`config.mk`:
```
export PLATFORM = sky130hd
export DESIGN_NAME = jump_ctrl
export DESIGN_NICKNAME = d
export VERILOG_FILES = /design/src/rtl/jump_ctrl.sv
export SDC_FILE = /design/constraint.sdc
export NUM_CORES = 1
export LEC_CHECK = 0
export CAP_MARGIN = 20
export CORE_AREA = 2 2 91 102
export CTS_CLUSTER_SIZE = 8
export DETAILED_ROUTE_END_ITERATION = 16
export DIE_AREA = 0 0 93 104
export HOLD_SLACK_MARGIN = 0.15
export PLACE_DENSITY = 0.83
export SLEW_MARGIN = 20
export SYNTH_ARGS = -nofsm -noshare
export SYNTH_HDL_FRONTEND = slang
export SYNTH_SLANG_ARGS = --single-unit
```
`constraint.sdc`:
```
create_clock -name clk -period 5.99 [get_ports clk]
set_clock_uncertainty 0.2 [all_clocks]
set_input_delay 1.198 -clock clk [delete_from_list [all_inputs] [get_ports clk]]
set_output_delay 1.198 -clock clk [all_outputs]
set_load 0.01 [all_outputs]
```
`src/rtl/jump_ctrl.sv`:
```
// jump_ctrl: multi-cycle sequencer for the MIX jump instructions.
// Opcode 39 jumps test the comparison indicator / overflow toggle, opcodes
// 40..47 test a register fetched over the register-file read port. Each
// instruction ends in a single commit cycle that drives PC load, J write and
// overflow clear together with the done pulse.
module jump_ctrl #(
  parameter int PC_W      = 12,
  parameter int MEM_WORDS = 4000,
  parameter int RD_TMO    = 15
) (
  input  logic            clk,
  input  logic            rst,
  input  logic            start,
  input  logic [5:0]      opcode,
  input  logic [5:0]      field,
  input  logic [PC_W-1:0] addr,
  input  logic [PC_W-1:0] pc,
  input  logic            cmp_l,
  input  logic            cmp_e,
  input  logic            cmp_g,
  input  logic            ovf,
  output logic            rd_req,
  output logic [2:0]      rd_idx,
  input  logic            rd_ack,
  input  logic [30:0]     rd_data,
  output logic            busy,
  output logic            done,
  output logic            taken,
  output logic            illegal,
  output logic            pc_load,
  output logic [PC_W-1:0] pc_next,
  output logic            j_we,
  output logic [PC_W-1:0] j_data,
  output logic            ovf_clr
);

  localparam int              CNT_W   = $clog2(RD_TMO + 1);
  localparam logic [CNT_W-1:0] CNT_LAST = CNT_W'(RD_TMO - 1);
  localparam logic [PC_W-1:0]  LAST_PC  = PC_W'(MEM_WORDS - 1);

  typedef enum logic [1:0] {
    S_IDLE,
    S_RDREG,
    S_EVAL,
    S_DONE
  } state_t;

  state_t state;

  // Operands captured when a request is accepted.
  logic [5:0]      op_r;
  logic [5:0]      fld_r;
  logic [PC_W-1:0] addr_r;
  logic [PC_W-1:0] pc_r;
  logic            l_r;
  logic            e_r;
  logic            g_r;
  logic            ovf_r;
  logic [30:0]     data_r;

  // Read-phase bookkeeping.
  logic [CNT_W-1:0] cnt_r;
  logic             tmo_r;

  // Combinational evaluation of the latched instruction.
  logic            is_op39;
  logic            is_reg;
  logic            fld_ok;
  logic            bad;
  logic            mag_zero;
  logic            sgn;
  logic            cond;
  logic            eval_taken;
  logic            eval_jwe;
  logic            eval_ovf_clr;
  logic [PC_W-1:0] pc_inc;

  // A request goes to the register read phase only when it is a well-formed
  // register jump; anything else heads straight to evaluation.
  logic want_read;
  assign want_read = (opcode >= 6'd40) && (opcode <= 6'd47) && (field <= 6'd7);

  // Capture instruction operands on accept and register data on read ack.
  // NOTE: operand holding registers carry no reset; every path writes them before they are consumed.
  always_ff @(posedge clk) begin
    if (state == S_IDLE && start) begin
      op_r   <= opcode;
      fld_r  <= field;
      addr_r <= addr;
      pc_r   <= pc;
      l_r    <= cmp_l;
      e_r    <= cmp_e;
      g_r    <= cmp_g;
      ovf_r  <= ovf;
    end
    if (state == S_RDREG && rd_ack) begin
      data_r <= rd_data;
    end
  end

  // Decode legality and the jump condition from the latched operands.
  // NOTE: every always_comb output is given a default first so no path can infer a latch.
  always_comb begin
    is_op39  = (op_r == 6'd39);
    is_reg   = (op_r >= 6'd40) && (op_r <= 6'd47);
    fld_ok   = is_op39 ? (fld_r <= 6'd9) : (fld_r <= 6'd7);
    bad      = ~(is_op39 | is_reg) | ~fld_ok | tmo_r;
    mag_zero = (data_r[29:0] == 30'd0);
    sgn      = data_r[30];
    cond     = 1'b0;
    pc_inc   = (pc_r == LAST_PC) ? '0 : pc_r + PC_W'(1);

    if (is_op39) begin
      case (fld_r[3:0])
        4'd0:    cond = 1'b1;            // JMP
        4'd1:    cond = 1'b1;            // JSJ
        4'd2:    cond = ovf_r;           // JOV
        4'd3:    cond = ~ovf_r;          // JNOV
        4'd4:    cond = l_r;             // JL
        4'd5:    cond = e_r;             // JE
        4'd6:    cond = g_r;             // JG
        4'd7:    cond = g_r | e_r;       // JGE
        4'd8:    cond = ~e_r;            // JNE
        4'd9:    cond = l_r | e_r;       // JLE
        default: cond = 1'b0;
      endcase
    end else begin
      // Minus zero has a zero magnitude, so it counts as zero here.
      case (fld_r[2:0])
        3'd0:    cond = ~mag_zero & sgn;     // N
        3'd1:    cond = mag_zero;            // Z
        3'd2:    cond = ~mag_zero & ~sgn;    // P
        3'd3:    cond = mag_zero | ~sgn;     // NN
        3'd4:    cond = ~mag_zero;           // NZ
        3'd5:    cond = mag_zero | sgn;      // NP
        3'd6:    cond = ~data_r[0];          // E
        3'd7:    cond = data_r[0];           // O
        default: cond = 1'b0;
      endcase
    end

    eval_taken   = cond & ~bad;
    // JSJ jumps without recording the return address.
    eval_jwe     = eval_taken & ~(is_op39 & (fld_r == 6'd1));
    // JOV and JNOV both consume a set overflow toggle, taken or not.
    eval_ovf_clr = ~bad & is_op39 & ((fld_r == 6'd2) | (fld_r == 6'd3)) & ovf_r;
  end

  // Sequencer state, read handshake, timeout counter and registered outputs.
  // NOTE: sequential state uses non-blocking assignments so every register samples pre-edge values.
  always_ff @(posedge clk) begin
    if (rst) begin
      state   <= S_IDLE;
      cnt_r   <= '0;
      tmo_r   <= 1'b0;
      rd_req  <= 1'b0;
      rd_idx  <= 3'd0;
      busy    <= 1'b0;
      done    <= 1'b0;
      taken   <= 1'b0;
      illegal <= 1'b0;
      pc_load <= 1'b0;
      pc_next <= '0;
      j_we    <= 1'b0;
      j_data  <= '0;
      ovf_clr <= 1'b0;
    end else begin
      case (state)
        S_IDLE: begin
          if (start) begin
            busy  <= 1'b1;
            cnt_r <= '0;
            tmo_r <= 1'b0;
            if (want_read) begin
              rd_req <= 1'b1;
              rd_idx <= opcode[2:0];  // 40..47 map onto 0..7
              state  <= S_RDREG;
            end else begin
              state  <= S_EVAL;
            end
          end
        end

        S_RDREG: begin
          if (rd_ack) begin
            rd_req <= 1'b0;
            state  <= S_EVAL;
          end else if (cnt_r == CNT_LAST) begin
            // RD_TMO request cycles have now gone unanswered.
            rd_req <= 1'b0;
            tmo_r  <= 1'b1;
            state  <= S_EVAL;
          end else begin
            cnt_r  <= cnt_r + CNT_W'(1);
          end
        end

        S_EVAL: begin
          taken   <= eval_taken;
          illegal <= bad;
          pc_next <= eval_taken ? addr_r : pc_inc;
          j_data  <= pc_inc;
          done    <= 1'b1;
          pc_load <= 1'b1;
          j_we    <= eval_jwe;
          ovf_clr <= eval_ovf_clr;
          state   <= S_DONE;
        end

        S_DONE: begin
          // Commit pulses last exactly one cycle; a start seen here is dropped.
          done    <= 1'b0;
          pc_load <= 1'b0;
          j_we    <= 1'b0;
          ovf_clr <= 1'b0;
          busy    <= 1'b0;
          state   <= S_IDLE;
        end

        default: begin
          state <= S_IDLE;
        end
      endcase
    end
  end

endmodule

```
==> results by stage, run 1 <==
Critical path:
- At the worst endpoint, the arrival time is 3.10 ns.
- The cell with the largest stage delay on the worst path is or4b_2.
- STA classifies the critical path startpoint as an input pin.
- The cell type with the highest occurrence count on the critical path is nand2_1.
- On the worst path, the slowest cell contributes a delay of 0.68 ns.
- The critical path starts at field[3].
- The data required time of the worst path is 6.03 ns.
- The type of the setup path with the least slack is in2reg.
- The worst setup path is captured at a flip-flop.
- The top fanout value on the critical path is 8.
- The critical path goes through clkdlybuf4s50_1, or4b_2, nor3_2, nand2_1, nand2_1, a21oi_1.
- The source of the worst register-to-register timing path is data_r[1].

STA:
- Setup violations remaining at the end of the flow were counted as 0.
- At the pin with the least slew margin, the transition time is 0.988 ns.
- In the finished design, the share of the clock period the worst path needs comes to 0.510.
- The final max-slew violation count is 0.
- The number of hold-slack violations in the final timing report is 0.
- Setup repair after global routing left no endpoint under its margin.
- After layout, the minimum clock period comes to 3.05 ns.
- Static timing analysis puts the maximum clock frequency at 0.327 GHz.
- The relative slew slack is 0.338.
- The final setup TNS is 0 ns.
- Hold timing on the final database bottoms out at a slack of 0.277 ns.

Layout:
- In the final layout, the share of cells above drive strength 1 is 0.0787.
- The library cell used most frequently in the layout, excluding fill and tap cells, is clkdlybuf4s50_1.
- Once layout is complete, the utilization of the core stands at 0.676.
- The repair_antennas step left the layout with diodes totalling 0.
- After filler insertion, the fill cell instance count of the layout stands at 652.
- The post-layout instance count excluding filler cells is 597.
- After the last flow step, the layout net total stands at 560.
- The layout overhead on the synthesized area is 30.5%.
- The finished cells cover 5840 um2.
- In the layout the commonest cells are clkdlybuf4s50_1, edfxtp_1, nor2_1, dfxtp_1, a21oi_1.

Yosys:
- In this run, synthesis inferred 71 flip-flops with an integrated enable.
- The net count after synthesis is 452.
- During synthesis, Yosys emitted a total of 0 warnings.
- For this run, the leading register cell type out of synthesis is edfxtp_1.
- The synthesized netlist contains 51 unique library cells.
- Of the synthesized area, sequential elements account for 0.659.
- The number of standard cells after synthesis is 370.
- In the synthesized netlist the async set-or-reset flop fraction comes to 0.
- Counting flops and latches in the post-synthesis netlist gives 112.
- The mean post-synth cell area is 12.1 um2.
- The cell area after synthesis is 4480 um2.

Floorplan:
- The die height is 104 um.
- The region available for standard cell placement spans 8650 um2.
- 110 I/O pins were placed.
- The number of placement rows is 36.
- The die is 93 um wide.
- The die covers 9670 um2.
- For this configuration, the core starts out at a cell density of 0.518.

Global route:
- After global routing, the most crowded layer is met2.
- The global-route track usage on met1 is 0.264.
- The met3 usage is 0.0536.
- The via count of the first global-routing pass is 3,220.
- The global-route wire length before repair is 15,900 um.
- The pin count of the biggest net entering global routing is 38.
- In the global route stage, overall resource usage came out at 0.210.
- In the global route stage, met2 resource usage came out at 0.356.
- The initial antenna violation count came to 0.
- The total global routing overflow is 0.

Placed design:
- The cell area after placement is 5660 um2.
- The number of placed instances, taps included is 581.
- The congestion estimate from routability-driven global placement came to 0.835.
- The final HPWL from detailed placement is 7220 um.
- In this run the tool buffered the top-level ports with 109 buffer cells.

Pwr:
- The worst-case IR drop observed on VDD is 0.148 mV.
- The power per unit of standard cell area is 277 nW/um2.
- The leakage dissipation is 1.99 nW.

Clocking:
- In this run the number of H-tree levels came out at 3.
- The source-to-sink clock delay at the later pin of the worst-skew pair is 0.37 ns.
- The cell sitting at the root of the clock tree is a clkbuf_8.
- The number of buffers created by CTS is 9.
- TritonCTS built the clock tree.
- The number of clock sinks is 112.
- The number of hold buffers added after CTS was 0.
- The number of buffers inserted to repair setup after CTS is 0.
- The clock slew at the register clock pins of the worst setup and hold paths is 0.10 ns.
- Once the clock tree was built, the resizer swapped 0 gates to a different size.
- The longest clock path from root to sink contains 2 buffers.

Drt:
- For this block, the initial DRC count from the detailed router was 163.
- The number of nets with antenna violations after detailed routing is 0.
- In the final routed layout, each cell accounts on average for 16.5 um.
- Using the TritonRoute via totals, the vias-per-cell ratio works out to 5.35.
- The total iterations of the first detailed-routing run is 4.
- The sum of routed wire length over all layers is 9870 um.
- The routed layout has 3,193 vias.
- After detailed routing, the number of remaining DRC violations is 0.

Min path:
- The worst hold path begins at rd_idx[0].
- The worst hold path belongs to the class reg2reg.

Outcome:
- The run finished with clean final reports.

Job:
- Max-cap violations in this run came to 0.
==> through the flow <==
step                worst slack, ns  total power, mW
floorplan                      3.15             1.07
global placement               2.64             1.20
detailed placement             2.56             1.21
CTS                            2.95             1.63
global route                   2.78             1.69
finish                         2.94             1.62
==> synth_stat cells, types with 4 or more instances <==
library cell / count / area share
nand4_1: 7 / 0.0098
nor4_1: 9 / 0.013
dfxtp_1: 41 / 0.18
inv_1: 9 / 0.0075
edfxtp_1: 71 / 0.48
clkbuf_1: 10 / 0.0084
nor3_1: 8 / 0.0089
nand3_1: 11 / 0.012
o21ai_0: 10 / 0.011
a221oi_2: 9 / 0.030
nand2_1: 22 / 0.018
nor2_1: 59 / 0.049
xnor2_1: 8 / 0.016
a21oi_1: 30 / 0.034
ha_1: 7 / 0.020
xor2_1: 4 / 0.0078
nor2b_1: 9 / 0.013
==> critical path: cells and delay by family <==
| kind | cells | cell delay (ns) |
|---|---|---|
| AOI/OAI and AO/OA | 1 | 0.06 |
| buffers and inverters | 1 | 0.41 |
| and+or+nand+nor | 4 | 1.42 |
==> power breakdown <==
group / internal [mW] / total [mW] / switching [mW]
clock network: 0.161 / 0.427 / 0.267
logic: 0.139 / 0.272 / 0.134
registers: 0.883 / 0.921 / 0.0378
==> flip-flops by register name, indices dropped and copies added (netlist names) <==
name and flops:
data_r 31, addr_r 12, j_data 12, pc_next 12, pc_r 12, fld_r 6
op_r 6, cnt_r 4, rd_idx 3, state 2, busy 1, e_r 1
g_r 1, illegal 1, j_we 1, l_r 1, ovf_clr 1, ovf_r 1
pc_load 1, rd_req 1, taken 1, tmo_r 1
==> layout make-up <==
cell class,instances,area (um2),area share
multi-input combinational,231,1400,0.240
timing repair buffer,112,1110,0.191
inverter,12,45.0,0.00771
tap,114,143,0.0244
sequential,112,2950,0.505
clock buffer,9,124,0.0212
clock inverter,7,62.6,0.0107
==> routing by layer <==
layer | up-vias | wire, um | part of all wire
li1 | 1574 | - | -
met3 | 12 | 625 | 0.063
met5 | - | 0 | 0
met1 | 1504 | 4230 | 0.43
met4 | 0 | 136 | 0.014
met2 | 103 | 4890 | 0.49
==> logic make-up after synthesis <==
kind of cell,share of synthesized area
compound gates,0.120
mux,0.00224
flops,0.659
xor+xnor,0.0235
simple gates,0.148
buf+inv,0.0271
fa+ha+maj,0.0196
==> worst paths after layout <==
check	end	slack [ns]	cells after the start
worst max register to register	pc_next[2]	3.32	6
worst max-delay path	rd_idx[1]	2.94	6
worst min-delay path	rd_idx[0]	0.28	2
worst min register to register	rd_idx[0]	0.28	2
Power figures use the tool's default switching activity.
==> run 2, diff against run 1 <==
--- a/config.mk
+++ b/config.mk
@@ -6,12 +6,12 @@
 export NUM_CORES = 1
 export LEC_CHECK = 0
 export CAP_MARGIN = 20
-export CORE_AREA = 2 2 91 102
+export CORE_AREA = 2 2 100 111
 export CTS_CLUSTER_SIZE = 8
 export DETAILED_ROUTE_END_ITERATION = 16
-export DIE_AREA = 0 0 93 104
+export DIE_AREA = 0 0 102 113
 export HOLD_SLACK_MARGIN = 0.15
-export PLACE_DENSITY = 0.83
+export PLACE_DENSITY = 0.74
 export SLEW_MARGIN = 20
 export SYNTH_ARGS = -nofsm -noshare
 export SYNTH_HDL_FRONTEND = slang
==> constraint.sdc (replaced) <==
create_clock -name clk -period 2.76 [get_ports clk]
set_clock_uncertainty 0.2 [all_clocks]
set_input_delay 0.552 -clock clk [delete_from_list [all_inputs] [get_ports clk]]
set_output_delay 0.552 -clock clk [all_outputs]
set_load 0.01 [all_outputs]
==> run 2 against run 1 <==
Register-to-register slack lost 3.1 ns. Non-clock buffer count grew 6. Total power grew 130%. Flip-flop and latch count is the same. Cell area grew 2.8%. Worst hold slack lost 0.0096 ns. Sequential share of layout area shrank 1.4 points. Worst setup slack lost 2.7 ns. First-iteration DRC count shrank 3.1%. Clock-buffer cell count grew 3. Sequential power grew 120%. Critical endpoint is now pc_next[2]. Largest cell class unchanged. Highest routed layer unchanged.
==> results by stage, run 2 (synthesized netlist as in run 1, its figures left out) <==
Outcome:
- The run finished with clean final reports.

Clocking:
- The clock slew at the register clock pins of the worst setup and hold paths is 0.06 ns.
- For this design, the CTS-stage hold fixing added 0 buffers.
- Buffers added to address setup during post-CTS repair amount to 0.
- In this run, CTS created clock tree buffers numbering 9.
- The count of instances resized after the clock tree is built is 0.
- CTS saw 112 sinks.
- At the later pin of the worst-skew pair, clock insertion delay measures 0.34 ns.
- The master cell of the clock root buffer is clkbuf_16.
- The deepest clock path buffer count is 2.
- TritonCTS built the clock tree.
- The H-tree depth reported by CTS is 3.

Critical path:
- The data required time of the worst path is 2.73 ns.
- For the worst setup path, the data arrival time is 2.53 ns.
- By startpoint and endpoint, the worst setup path is classified as reg2reg.
- The endpoint class of the critical path is a flip-flop.
- The top fanout value on the critical path is 13.
- The worst setup path is launched from a flip-flop.

Placed design:
- The number of placed instances, taps included is 616.
- Summing all placed instances gives a cell area of 5740 um2.
- Once detailed placement completed, the half-perimeter wirelength came to 7170 um.
- The congestion estimate from routability-driven global placement came to 0.806.
- Port buffering added 109 buffers.

Job:
- Across the run, the number of max-cap violations was 0.

Layout:
- Leaving out fill and tap cells, the most frequent cell in the layout is clkdlybuf4s50_1.
- The post-layout instance area is 6010 um2.
- The register with the most flip-flops in the layout has 31 of them.
- The final layout contains 566 nets.
- From synthesis to final layout, the design area changed by 34.1%.
- In the final layout, the share of cells above drive strength 1 is 0.0818.
- Excluding fillers, the count of instances in the completed layout stands at 632.
- The repair_antennas step left the layout with diodes totalling 0.
- The filler cell count in the final layout is 885.
- The post-route core utilization is 0.581.
- In the layout the commonest cells are clkdlybuf4s50_1, edfxtp_1, nor2_1, dfxtp_1, a21oi_1.
- The register name with the most flops is data_r.

Floorplan:
- The die height is 113 um.
- The initial core utilization is 0.433.
- The horizontal die dimension is 102 um.
- The number of placement rows is 39.
- The core region is 10,300 um2.
- During I/O placement, the number of pins put on the boundary was 110.
- The die footprint is 11,500 um2.

Global route:
- The via count of the first global-routing pass is 3,225.
- The total routing usage reported by global routing is 0.173.
- The pin count of the biggest net entering global routing is 32.
- The first global-routing pass estimated 15,400 um of wire.
- The total global routing overflow is 0.
- The initial antenna violation count came to 0.

Drt:
- The sum of routed wire length over all layers is 9760 um.
- Wire segments on met2 add up to 4730 um in the final route.
- Dividing the detail-routed wire length by the instance count gives 15.4 um.
- The number of nets with antenna violations after detailed routing is 0.
- The total iterations of the first detailed-routing run is 4.
- In the detailed route, the total length drawn on met3 is 633 um.
- Routed signal wires occupy layers up through met4.
- The met1 layer wirelength in the final routing is 4220 um.
- The DRC violation total after the first TritonRoute iteration is 158.
- The remaining design rule violation count is 0.
- Dividing the detail-routed via count by the number of cells gives 5.16.
- The total via count after detailed routing is 3,263.

STA:
- The final max-slew violation count is 0.
- Setup violations remaining at the end of the flow were counted as 0.
- The final setup TNS is 0 ns.
- The time the worst path needs with I/O delays and setup is 2.56 ns.
- Setup repair after global routing left no endpoint under its margin.
- Derived from the worst setup path, the maximum achievable clock frequency is 0.391 GHz.
- The part of the cycle the worst path needs is 0.926.
- Final hold analysis gives a worst-case slack of 0.267 ns.
- The measured slew at the worst slew-check pin is 0.891 ns.
- The number of hold-slack violations in the final timing report is 0.
- The worst pin sits at a relative slew slack of 0.406.

Pwr:
- The power per unit of standard cell area is 627 nW/um2.
- The highest ir drop seen on vdd is 0.370 mV.
- The leakage dissipation is 2.07 nW.

Min path:
- The worst min-delay path class is reg2reg.
## run 2: through the flow
step	worst slack (ns)	power, mW
global route	0.00107	3.93
detailed placement	0.152	2.64
CTS	0.212	3.80
finish	0.204	3.77
floorplan	0.571	2.33
global placement	0.181	2.62
## run 2: layer usage
metal / global-route usage / vias to the layer above
met5: 0 / -
met4: 0.0729 / 0
met3: 0.0358 / 16
met2: 0.284 / 108
met1: 0.221 / 1535
li1: - / 1604
## run 2: final timing paths
kind              from         end  slack (ns)  depth (start not counted)
max           fld_r[2]  pc_next[2]        0.20                          6
min          rd_idx[1]   rd_idx[1]        0.27                          2
max reg2reg   fld_r[2]  pc_next[2]        0.20                          6
min reg2reg  rd_idx[1]   rd_idx[1]        0.27                          2
## run 2: worst max-delay path: stages (launching register included)
cell      delay (ns)
edfxtp_1        0.51
inv_2           0.09
or3_1           0.37
xnor2_1         0.14
mux2i_1         0.13
o22ai_2         0.75
a221oi_1        0.21
## run 2: layout make-up
class	count	area [um2]	share of cell area
sequential	112	2950	0.492
multi-input combinational	231	1400	0.234
timing repair buffer	118	1160	0.193
clock buffer	12	246	0.0410
tap	143	179	0.0298
inverter	12	45.0	0.00750
clock inverter	4	21.3	0.00354
## run 2: power by group
group	internal (mW)	switching [mW]
registers	1.92	0.0813
clock network	0.631	0.534
logic	0.309	0.293
==> run 3, diff against run 2 <==
--- a/config.mk
+++ b/config.mk
@@ -6,12 +6,12 @@
 export NUM_CORES = 1
 export LEC_CHECK = 0
 export CAP_MARGIN = 20
-export CORE_AREA = 2 2 100 111
+export CORE_AREA = 2 2 124 90
 export CTS_CLUSTER_SIZE = 8
 export DETAILED_ROUTE_END_ITERATION = 16
-export DIE_AREA = 0 0 102 113
+export DIE_AREA = 0 0 126 92
 export HOLD_SLACK_MARGIN = 0.15
-export PLACE_DENSITY = 0.74
+export PLACE_DENSITY = 0.78
 export SLEW_MARGIN = 20
 export SYNTH_ARGS = -nofsm -noshare
 export SYNTH_HDL_FRONTEND = slang
==> run 3 against run 2 <==
Maximum frequency grew 6.3%. Critical path type unchanged. Worst setup slack gained 0.15 ns. Largest cell class unchanged. Sequential share of layout area decreased by 0.18 points.
==> results by stage, run 3 (synthesized netlist as in run 1, its figures left out) <==
Critical path:
- Counting cells, the worst reg-to-reg path comes to 7.
- In this run the critical register-to-register path is launched from data_r[25].
- The signal on the critical path passes through nor4_1, nand4_1, nor2_1, mux2i_1, o22a_1, buf_4, a221oi_1.
- The endpoint class of the critical path is a flip-flop.
- The termination of the worst setup path is pc_next[0].
- The setup check on the worst reg-to-reg path leaves a slack of 0.35 ns.
- The buffering stage count on the worst path with inverters included is 1.
- The worst setup path is launched from a flip-flop.
- The signal arrival time at the worst endpoint is 2.40 ns.
- The cell with the largest stage delay on the worst path is nor4_1.
- In this run the worst path has a maximum fanout of 13.
- The peak per-stage delay on the critical path is 0.39 ns.
- The worst register-to-register path ends at pc_next[0].
- For the worst setup path, the data required time is 2.75 ns.
- The cell family contributing the most delay on the critical path is simple AND/OR/NAND/NOR gates.
- The source of the critical timing path is data_r[25].
- The worst setup path is of the reg2reg kind.
- The critical path crosses 7 cells after its start point.

Pwr:
- In this run the power spent charging and discharging nets is 992 uW.
- The relative contribution of the clock network to total power is 0.330.
- The switching power as a share of total power is 0.255.
- Of the total power, combinational logic draws 0.157.
- The share of total power dissipated in sequential elements is 0.513.
- VDD sags by at most 0.333 mV.
- The leakage dissipation is 2.08 nW.
- The internal portion of total power is 2.90 mW.
- The power per unit of standard cell area is 646 nW/um2.

STA:
- For the pin with the worst max-slew slack, the measured transition is 0.601 ns.
- Headroom to the max-slew limit came out at 0.599.
- The fmax is 0.416 GHz.
- In the finished design, the share of the clock period the worst path needs comes to 0.872.
- The total of endpoints with negative setup slack in the final report is 0.
- The final max-slew violation count is 0.
- The number of hold-slack violations in the final timing report is 0.
- The final setup TNS is 0 ns.
- Setup repair after global routing left no endpoint under its margin.
- The time the worst path needs with I/O delays and setup is 2.41 ns.

Placed design:
- The number of buffer cells added on primary ports is 109.
- At the end of routability-driven placement, the weighted congestion stood at 0.799.
- In this run the cell area measured after placement is 5720 um2.
- Summed over all nets, the half-perimeter wirelength after detailed placement is 7570 um.

Drt:
- In this run, the number of DRC markers left after iteration 0 of detailed routing was 232.
- The total iterations of the first detailed-routing run is 4.
- After detailed routing, the total wire length is 10,300 um.
- After detailed routing, the average wire length per cell comes to 16.6 um.
- The number of vias per cell is 5.13.
- The total via count after detailed routing is 3,200.
- After detailed routing, the number of remaining DRC violations is 0.
- The number of nets with antenna violations after detailed routing is 0.

Global route:
- The initial antenna violation count is 0.
- For this run, global-route usage on met1 was measured as 0.250.
- The first global-routing pass estimated 16,300 um of wire.
- Across every metal layer, demand over resource in global routing totals 0.182.
- The via count of the first global-routing pass was 3,156.
- The met2 track utilization from global routing is 0.288.
- For this run, global-route usage on met3 was measured as 0.0478.
- Entering global routing, the biggest net connects 32 pins.
- The total global routing overflow is 0.
- After global routing, the most crowded layer is met2.

Layout:
- The most common library cell in the layout ignoring fill and taps is clkdlybuf4s50_1.
- The register with the most flip-flops in the final layout is data_r.
- The share of cells above drive strength 1 is 0.0881.
- In the layout the commonest cells are clkdlybuf4s50_1, edfxtp_1, nor2_1, dfxtp_1, a21oi_1.
- The area growth from synthesis to layout is 34.6%.
- The number of nets in the layout is 565.
- The flip-flop count of the largest register, all copies and words added is 31.
- The number of inserted diodes is 0.
- Summing all non-filler instances in the final layout gives an area of 6030 um2.

Clocking:
- The master cell of the clock root buffer is clkbuf_16.
- After clock tree synthesis, the clock-pin slew on the worst setup and hold paths is 0.07 ns.
- In this run the post-CTS setup repair buffer count came out at 0.
- Clock latency on the worst-skew pair, taken at its later pin, is 0.35 ns.
- TritonCTS built the clock tree.
- The number of clock sinks is 112.
- The H-tree was split into 3 levels.
- The deepest clock path buffer count is 2.
- In this run, post-CTS hold repair placed 0 buffers.
- The number of clock buffers added by TritonCTS is 9.

Min path:
- The worst min-delay path class is reg2reg.
- The worst hold path passes through 2 cells.

Floorplan:
- Measured along the x axis, the die boundary spans 126 um.
- The die height is 92 um.
- The count of boundary I/O pins is 110.
- The initial utilization of the core area, before any placement, comes to 0.424.
- The die footprint is 11,600 um2.
- In this run the core area contains 32 standard-cell rows.
- The core region is 10,600 um2.

Job:
- Across the run, the number of max-cap violations was 0.

Outcome:
- The run finished with clean final reports.
==> run 3: what timing repair did <==
action	4_1_cts	5_1_grt
resized for setup	0	1
hold endpoints to repair	0	0
endpoints found under the setup margin	0	1
==> run 3: area by class of cell <==
| type | instances | area (um2) |
|---|---|---|
| inverters | 12 | 45.0 |
| well taps | 136 | 170 |
| clock buffers | 10 | 250 |
| multi-input cells | 231 | 1410 |
| flip-flops and latches | 112 | 2950 |
| clock inverters | 6 | 48.8 |
| fillers | 899 | 4540 |
| repair buffers | 117 | 1150 |
==> run 3: metrics by stage <==
| step | hold WS, ns | instances | worst slack, ns | util | total power, mW |
|---|---|---|---|---|---|
| after floorplan | 0.242 | 370 | 0.571 | - | 2.33 |
| after global placement | 0.248 | 608 | 0.138 | 0.541 | 2.62 |
| after detailed placement | 0.259 | 608 | 0.137 | 0.541 | 2.64 |
| after CTS | 0.272 | 624 | 0.200 | 0.570 | 3.91 |
| after global routing | 0.303 | 624 | 0.180 | 0.570 | 4.05 |
| final | 0.270 | 624 | 0.355 | 0.570 | 3.89 |
==> run 3: worst min path at each step <==
stage	from	end	slack, ns
final	rd_idx[1]	rd_idx[1]	0.27
after global placement	rd_idx[0]	rd_idx[0]	0.25
after floorplan	tmo_r	tmo_r	0.24
after detailed placement	rd_idx[1]	rd_idx[1]	0.26
after global routing	rd_idx[1]	rd_idx[1]	0.30
after CTS	rd_idx[1]	rd_idx[1]	0.27
==> run 3: power by group through the flow <==
stage          logic (mW)  registers [mW]  clock network (mW)
2_1_floorplan       0.291            2.03                   0
3_3_place_gp        0.592            2.03                   0
3_5_place_dp        0.607            2.03                   0
4_1_cts             0.611            2.00                1.30
5_1_grt             0.665            2.01                1.37
6_report            0.611            2.00                1.28
==> run 3: tightest hold or removal path, stage by stage (launching register included) <==
cell     delay (ns)
dfxtp_1        0.32
nand2_1        0.05
a21oi_1        0.06
==> run 3: routing by layer <==
layer,part of all wire,up-vias
met5,0,-
met4,0.0079,0
met3,0.050,6
met2,0.48,76
met1,0.46,1528
li1,-,1590
